[config.mk]
export PLATFORM = sky130hd
export DESIGN_NAME = demodulation_bit_packer
export DESIGN_NICKNAME = d
export VERILOG_FILES = /design/src/rtl/demodulation_bit_packer.sv
export SDC_FILE = /design/constraint.sdc
export NUM_CORES = 1
export LEC_CHECK = 0
export CORE_MARGIN = 5
export CORE_UTILIZATION = 25
export DETAILED_ROUTE_END_ITERATION = 6
export SYNTH_ARGS = -nofsm -noshare
export SYNTH_HDL_FRONTEND = slang
export SYNTH_SLANG_ARGS = --single-unit
[constraint.sdc]
create_clock -name clk -period 1.4 [get_ports clk]
set_input_delay 0.28 -clock clk [delete_from_list [all_inputs] [get_ports clk]]
set_output_delay 0.28 -clock clk [all_outputs]
set_load 0.02 [all_outputs]
[src/rtl/demodulation_bit_packer.sv]
// -----------------------------------------------------------------------------
// demodulation_bit_packer
//
// Purpose:
//   Takes the stream of signed Q16.16 segment decisions coming out of the
//   demodulation stages, hard-decides each accepted segment to one bit
//   (strictly positive -> 1, zero or negative -> 0) and packs NUM_SEG bits
//   into a word. Segment 0 lands in bit 0. The finished word is presented on
//   word_out together with a one-cycle valid pulse. word_out only changes when
//   a complete word is published, or when reset clears it.
//
// Ports:
//   clk        in   1                  single clock, rising edge
//   reset      in   1                  synchronous, active-high
//   start      in   1                  begin collecting a new word (pulse)
//   seg_in     in   DATA_W             segment value, signed Q16.16
//   seg_valid  in   1                  seg_in valid this cycle
//   word_out   out  NUM_SEG            packed decisions, segment 0 in bit 0
//   valid      out  1                  one-cycle pulse: word_out updated
//   busy       out  1                  high while collecting
//   err_count  out  $clog2(NUM_SEG+1)  non-nominal segments in the last word
//                                      (only with DEMOD_PACK_ERR_COUNT_EN)
//
// Configuration:
//   DEMOD_PACK_ERR_COUNT_EN  when defined, adds the ONE_VAL parameter, the
//                            err_count port and a per-word counter of
//                            segments that are neither +ONE_VAL nor -ONE_VAL.
// -----------------------------------------------------------------------------
module demodulation_bit_packer #(
    parameter int NUM_SEG = 10,
    parameter int DATA_W  = 32
`ifdef DEMOD_PACK_ERR_COUNT_EN
    ,
    parameter logic [DATA_W-1:0] ONE_VAL = 32'h00010000
`endif
) (
    input  logic                         clk,
    input  logic                         reset,
    input  logic                         start,
    input  logic [DATA_W-1:0]            seg_in,
    input  logic                         seg_valid,
    output logic [NUM_SEG-1:0]           word_out,
    output logic                         valid,
    output logic                         busy
`ifdef DEMOD_PACK_ERR_COUNT_EN
    ,
    output logic [$clog2(NUM_SEG+1)-1:0] err_count
`endif
);

    // Index needs at least one bit even when NUM_SEG == 1.
    localparam int IDX_W = (NUM_SEG > 1) ? $clog2(NUM_SEG) : 1;
    localparam logic [IDX_W-1:0] LAST_IDX = IDX_W'(NUM_SEG - 1);

    typedef enum logic [1:0] {
        ST_IDLE,
        ST_COLLECT,
        ST_DONE
    } state_t;

    state_t               state_q, state_d;
    logic [IDX_W-1:0]     idx_q, idx_d;
    logic [NUM_SEG-1:0]   bits_q, bits_d;   // word under construction
    logic [NUM_SEG-1:0]   word_q, word_d;   // last published word
    logic                 seg_bit;

`ifdef DEMOD_PACK_ERR_COUNT_EN
    localparam int ERR_W = $clog2(NUM_SEG + 1);
    localparam logic [DATA_W-1:0] NEG_ONE_VAL = -ONE_VAL;

    logic [ERR_W-1:0]     err_q, err_d;         // running count for this word
    logic [ERR_W-1:0]     err_out_q, err_out_d; // count of last published word
    logic                 seg_nominal;
`endif

    // Strictly positive: sign bit clear and not all-zero.
    assign seg_bit = ~seg_in[DATA_W-1] & (seg_in != '0);

`ifdef DEMOD_PACK_ERR_COUNT_EN
    assign seg_nominal = (seg_in == ONE_VAL) || (seg_in == NEG_ONE_VAL);
`endif

    always_comb begin
        // NOTE: every signal written here gets a default first, so no path
        // through the case statement can leave a value unassigned (no latches).
        state_d = state_q;
        idx_d   = idx_q;
        bits_d  = bits_q;
        word_d  = word_q;
`ifdef DEMOD_PACK_ERR_COUNT_EN
        err_d     = err_q;
        err_out_d = err_out_q;
`endif

        unique case (state_q)
            ST_IDLE: begin
                // A segment arriving with start in IDLE is dropped.
                if (start) begin
                    state_d = ST_COLLECT;
                    idx_d   = '0;
                    bits_d  = '0;
`ifdef DEMOD_PACK_ERR_COUNT_EN
                    err_d   = '0;
`endif
                end
            end

            ST_COLLECT: begin
                // start is ignored here: the word in progress always finishes.
                if (seg_valid) begin
                    bits_d[idx_q] = seg_bit;
`ifdef DEMOD_PACK_ERR_COUNT_EN
                    if (!seg_nominal) begin
                        err_d = err_q + ERR_W'(1);
                    end
`endif
                    if (idx_q == LAST_IDX) begin
                        // Publish on the final accept so word_out is already
                        // updated in the cycle valid is high.
                        state_d   = ST_DONE;
                        idx_d     = '0;
                        word_d    = bits_d;
`ifdef DEMOD_PACK_ERR_COUNT_EN
                        err_out_d = err_d;
`endif
                    end else begin
                        idx_d = idx_q + IDX_W'(1);
                    end
                end
            end

            ST_DONE: begin
                if (start) begin
                    state_d = ST_COLLECT;
                    idx_d   = '0;
                    bits_d  = '0;
`ifdef DEMOD_PACK_ERR_COUNT_EN
                    err_d   = '0;
`endif
                end else begin
                    state_d = ST_IDLE;
                end
            end

            default: state_d = ST_IDLE;
        endcase
    end

    // NOTE: sequential state uses non-blocking assignments so every flop
    // samples its _d value from before the edge, independent of order.
    always_ff @(posedge clk) begin
        if (reset) begin
            state_q   <= ST_IDLE;
            idx_q     <= '0;
            bits_q    <= '0;
            word_q    <= '0;
`ifdef DEMOD_PACK_ERR_COUNT_EN
            err_q     <= '0;
            err_out_q <= '0;
`endif
        end else begin
            state_q   <= state_d;
            idx_q     <= idx_d;
            bits_q    <= bits_d;
            word_q    <= word_d;
`ifdef DEMOD_PACK_ERR_COUNT_EN
            err_q     <= err_d;
            err_out_q <= err_out_d;
`endif
        end
    end

    // Both decoded from the state register, so they are glitch-free.
    assign valid    = (state_q == ST_DONE);
    assign busy     = (state_q == ST_COLLECT);
    assign word_out = word_q;
`ifdef DEMOD_PACK_ERR_COUNT_EN
    assign err_count = err_out_q;
`endif

endmodule

---- Word-level counts from Yosys, hierarchy flattened ----
Index checks and enable logic that the tools add are counted.
word-level totals
  memories ................................ 0
  ROM bits ................................ 0
  logic and storage cells ................. 39
  memory bits (writable) .................. 0
  latch bits .............................. 0
  flip-flop bits (word level) ............. 26
cells by class
  multiplexer cells ....................... 15
  equality and inequality tests ........... 7
  $add $sub $neg .......................... 1
  bitwise gates (word level) .............. 2
  $lt $le $gt $ge ......................... 2
  $mul .................................... 0
  shifts and indexed selects .............. 0
  reduce and logical (&&, ||, !) cells .... 8
  divide/modulo/power cells ............... 0
operator list
  operator                                                                       count
  32-bit nonzero test                                                            1
  10-bit 2-to-1 mux                                                              2
  10-bit one-hot mux with 2 select lines                                         1
  4-bit 2-to-1 mux                                                               3
  10-bit bitwise mux                                                             1
  3-bit AND reduction                                                            3
  4-bit one-hot mux with 2 select lines                                          1
  2-bit 2-to-1 mux                                                               3
  2-bit one-hot mux with 3 select lines                                          1
  4-bit by 5-bit less-than comparator with 1-bit output (second input constant)  1
  4-bit by 1-bit adder with 4-bit output (second input constant)                 1
  1-bit demux with 4-bit select                                                  1
  4-bit == test (second input constant)                                          1
  4-bit by 1-bit >= comparator with 1-bit output (second input constant)         1
  2-bit by 1-bit inequality test with 1-bit output (second input constant)       2
  2-bit inequality test (second input constant)                                  2
  2-bit by 1-bit == test with 1-bit output (second input constant)               1
  2-bit == test (second input constant)                                          1
  2-bit logical NOT                                                              1
  1-bit 2-to-1 mux                                                               2
  2-bit nonzero test                                                             1
  2-bit OR reduction                                                             1
  1-bit AND                                                                      1
  1-bit logical AND                                                              1
  1-bit inverter                                                                 1

---- Logic depth before layout (Yosys ltp) ----
  depth in word-level cells ............... 7
  mapped depth ............................ 7

---- Least setup slack after synthesis ----
Ideal clock, no wire load.
  kind .................................... register to register
  start point ............................. register state_q[0]
  end point ............................... register idx_q[2]
  clock period less this slack ............ 1.447 ns
  setup slack ............................. -0.047 ns
  library setup time ...................... 0.074 ns
  data arrival time ....................... 1.373 ns
  stages on the path, launching flop included .. 7
  buffers on the path ..................... 2
  path through ............................ dfxtp_1 > buf_2 > and3b_1 > buf_2 > nand3_1 > or3b_1 > a31oi_1
between the ends
  cells in the longest elaborated chain, start to end .. 4
  elaborated cells between the ends (all ways) .. 9
  classes of those cells .................. eq/ne: 4; mux: 1; reduce/logical: 4
RTL lines
  item                                                                                                            line  source
  start, declared                                                                                                 61    state_t state_q, state_d;
  start signal, assigned                                                                                          162   state_q <= state_d;
  2-bit == test / 2-bit logical NOT (equally long branches)                                                       95    unique case (state_q)
  2-bit OR reduction (no source line)                                                                             n/a
  2-bit by 1-bit inequality test with 1-bit output (no source line) / 2-bit nonzero test (equally long branches)  n/a
  3-bit AND reduction (no source line)                                                                            n/a
  end signal, assigned                                                                                            163   idx_q <= idx_d;
  end, declared                                                                                                   62    logic [IDX_W-1:0] idx_q, idx_d;
Parallel ways exist; a longest one is shown, timed or not.
A chain may end at the register's enable or synchronous reset.

---- Worst setup path in the final report ----
  start point ............................. input seg_in[14]
  end point ............................... register bits_q[3]
between the ends
  cells in the longest elaborated chain, start to end .. 5
RTL lines
  item                                    line  source
  start, declared                         40    input logic [DATA_W-1:0] seg_in,
  32-bit nonzero test                     77    assign seg_bit = ~seg_in[DATA_W-1] & (seg_in != '0);
  1-bit AND                               77
  10-bit bitwise mux                      111   bits_d[idx_q] = seg_bit;
  10-bit 2-to-1 mux                       110   if (seg_valid) begin
  10-bit one-hot mux with 2 select lines  95
  end signal, assigned                    164   bits_q <= bits_d;
  end, declared                           63    logic [NUM_SEG-1:0] bits_q, bits_d;
Every way passes these cells. The select of a mux whose other input is x is not followed.

==> results.yml <==
status:
  status: "completed"
clocking:
  cts-htree-levels: 1
  path_clk_slew_ns: 0.09
  hold_buffers: 0
  cts_tree: "done"
  root_buffer: "clkbuf_8"
  clockBufferDepth: 2
  cts_made_buffers: 3
  numClockSinks: 25
  clk_latency_ns: 0.27
hold_path:
  min_path_type: "register to register"
drt:
  drtPass1Iterations: 4
  drt_iter0_drc: 74
  vias_per_cell: 4.57
  ant_nets: 0
  wirelength_um: 3620
  wl_per_cell_um: 12.5
  drc: 0
  vias: 1324
die:
  core_area_um2: 4720
  initial_core_util_pct: 25.7
  die_x_um: 79.6
  die_area_um2: 6340
  rows: 25
  pin_count: 48
  fp.dieH_um: 79.6
setup_path:
  r2r_setup_slack_ns: 0.10
  critPathCaptureType: "register"
  path_buf_inv: 2
  cp_top_family: "simple AND/OR/NAND/NOR gates"
  crit_fanout: 5
  crit_slowest_cell: "nor4_1"
  slowest_delay_ns: 0.28
  crit_type: "input port to register"
  arrival_ns: 1.50
  critical_path_required_ns: 1.56
  cp_cell_sequence: "dlygate4sd2_1 -> nor4_1 -> nand4_1 -> o211ai_1 -> buf_4 -> o32ai_2"
  worst_setup_path_start_kind: "input port"
global_route:
  grt_pass1_vias: 1288
  antenna_found_initial: 0
  grt-ovfl-total: 0
  met2_usage_pct: 21.1
  use_met3_pct: 3.05
  grt_pass1_wl_um: 5930
  grt.busiest_layer: "met2"
  grt_max_degree: 18
  grt_use_total_pct: 11.6
  met1_usage_pct: 13.5
place:
  hpwl_um: 2680
  place_area_um2: 1860
  dp.cells: 281
  dp_slack_ns: -0.372
  place_congestion: 0.818
  io_buffers: 47
timing:
  slew_headroom_pct: 76.1
  hold_viol: 0
  post-route-min-period_ns: 1.34
  worstMarginPinSlew_ns: 0.358
  setup_violations: 0
  setup_tns_ns: 0
  fmax_mhz: 746
  finalMaxSlewViolations: 0
  finalClockSkew_ns: 0.00816
  hold_slack_ns: 0.451
  post-route-period-util_pct: 95.7
  layout_setup_ws_ns: 0.0601
power_and_ir_drop:
  ir_worst_vdd_uv: 392
  intPower_mw: 1.03
  power_frac_seq_pct: 53.2
  power_density_nw_per_um2: 678
  total_power_mw: 1.35
  switching_power_mw: 0.329
  p_leak_nw: 0.833
  clkPwrFrac_pct: 32.0
  combinationalPowerShare_pct: 14.8
  sw_frac_of_total_pct: 24.3
synth:
  yosysWarningCount: 0
  synth_nets: 194
  syn_area_um2: 1210
  yosysSeqAreaShare_pct: 41.3
  synth_cell_types: 26
  avgSynthCellArea_um2: 7.67
  ys_ff_latch: 25
  netlist_instances: 158
run:
  drv_cap: 0
finish:
  areaGrowthSynthToFinish_pct: 64.8
  final_cells: 290
  fill_cells: 520
  nets: 260
  final_cell_area_um2: 2000
  finish.utilization_pct: 42.3
  drive_gt1_share_pct: 23.3
  antenna_cells: 0
==> state kept, by name, indices dropped and copies added (netlist names) <==
name / count
word_out: 10
bits_q: 9
idx_q: 4
state_q: 2
==> timing repair <==
action	in CTS	in global routing
cloned	1	0
setup buffers	3	1
resized for setup	51	30
endpoints found under the setup margin	30	14
pin swaps	13	12
==> Yosys cell counts <==
cell type | number | area share, %
and2_4 | 1 | 0.72
dfxtp_1 | 25 | 41
a21oi_1 | 18 | 7.4
buf_2 | 3 | 1.2
nand3_1 | 11 | 4.5
nand3b_1 | 2 | 1.2
nor4_1 | 8 | 4.1
a31oi_1 | 4 | 2.1
a22oi_1 | 1 | 0.62
or3_1 | 1 | 0.52
nor2b_1 | 11 | 5.7
or3b_1 | 1 | 0.72
nand4_1 | 3 | 1.5
and4bb_4 | 1 | 1.3
buf_6 | 1 | 0.93
a21boi_0 | 1 | 0.62
xnor2_1 | 2 | 1.4
nand2_1 | 21 | 6.5
o211ai_1 | 1 | 0.62
o2111ai_1 | 1 | 0.72
o21ai_0 | 13 | 5.4
inv_1 | 7 | 2.2
clkbuf_1 | 6 | 1.9
nor2_1 | 10 | 3.1
and3b_1 | 1 | 0.72
o32ai_1 | 4 | 2.9
==> cell type report <==
type / instances / area, um2 / area share, %
sequential: 25 / 507 / 25.4
clock buffer: 3 / 41.3 / 2.07
timing repair buffer: 71 / 617 / 30.9
multi-input combinational: 116 / 718 / 35.9
inverter: 7 / 26.3 / 1.31
clock inverter: 1 / 5.00 / 0.250
tap: 67 / 83.8 / 4.20
==> worst register-to-register path: cells and delay by family, from the launching register on <==
| family | cells | cell delay [ns] |
|---|---|---|
| AOI/OAI and AO/OA | 1 | 0.15 |
| and+or+nand+nor | 3 | 0.75 |
| DFF | 1 | 0.34 |
==> placed cells by master (no fill, tap or decap), types with 7 or more instances in the layout <==
| cell type | instances |
|---|---|
| o21ai_0 | 7 |
| nor2b_1 | 9 |
| nand3_1 | 10 |
| nor2_1 | 9 |
| inv_1 | 7 |
| a21oi_1 | 18 |
| dlygate4sd2_1 | 33 |
| buf_4 | 24 |
| nand2_1 | 21 |
| dfxtp_1 | 20 |
| dlymetal6s2s_1 | 7 |
==> cell families after synthesis <==
group	synth area share, %
and+or+nand+nor	30.8
DFF	41.3
xor gates and xnor gates	1.45
buffers and inverters	6.19
AOI/OAI and AO/OA	20.3
==> final timing paths <==
path	endpoint	start	cells past startpoint
min reg2reg	word_out[6]$_SDFFE_PP0P_	word_out[6]$_SDFFE_PP0P_	2
min	word_out[6]$_SDFFE_PP0P_	word_out[6]$_SDFFE_PP0P_	2
max reg2reg	idx_q[2]$_SDFFE_PP0P_	state_q[1]$_SDFFE_PP0P_	4
max	bits_q[3]$_SDFFE_PP0P_	seg_in[14]	6
==> routing by layer <==
layer / up-vias / wire, um
li1: 690 / -
met1: 615 / 1590
met2: 15 / 1900
met3: 4 / 110
met4: 0 / 21
met5: - / 0
==> power by group through the flow <==
stage	combinational, mW	clock (mW)	sequential [mW]
floorplan	0.0718	0	0.733
global placement	0.209	0	0.736
detailed placement	0.212	0	0.736
CTS	0.197	0.443	0.721
global route	0.218	0.482	0.722
finish	0.200	0.434	0.721
Note: power is estimated with default switching activity, not from simulation.
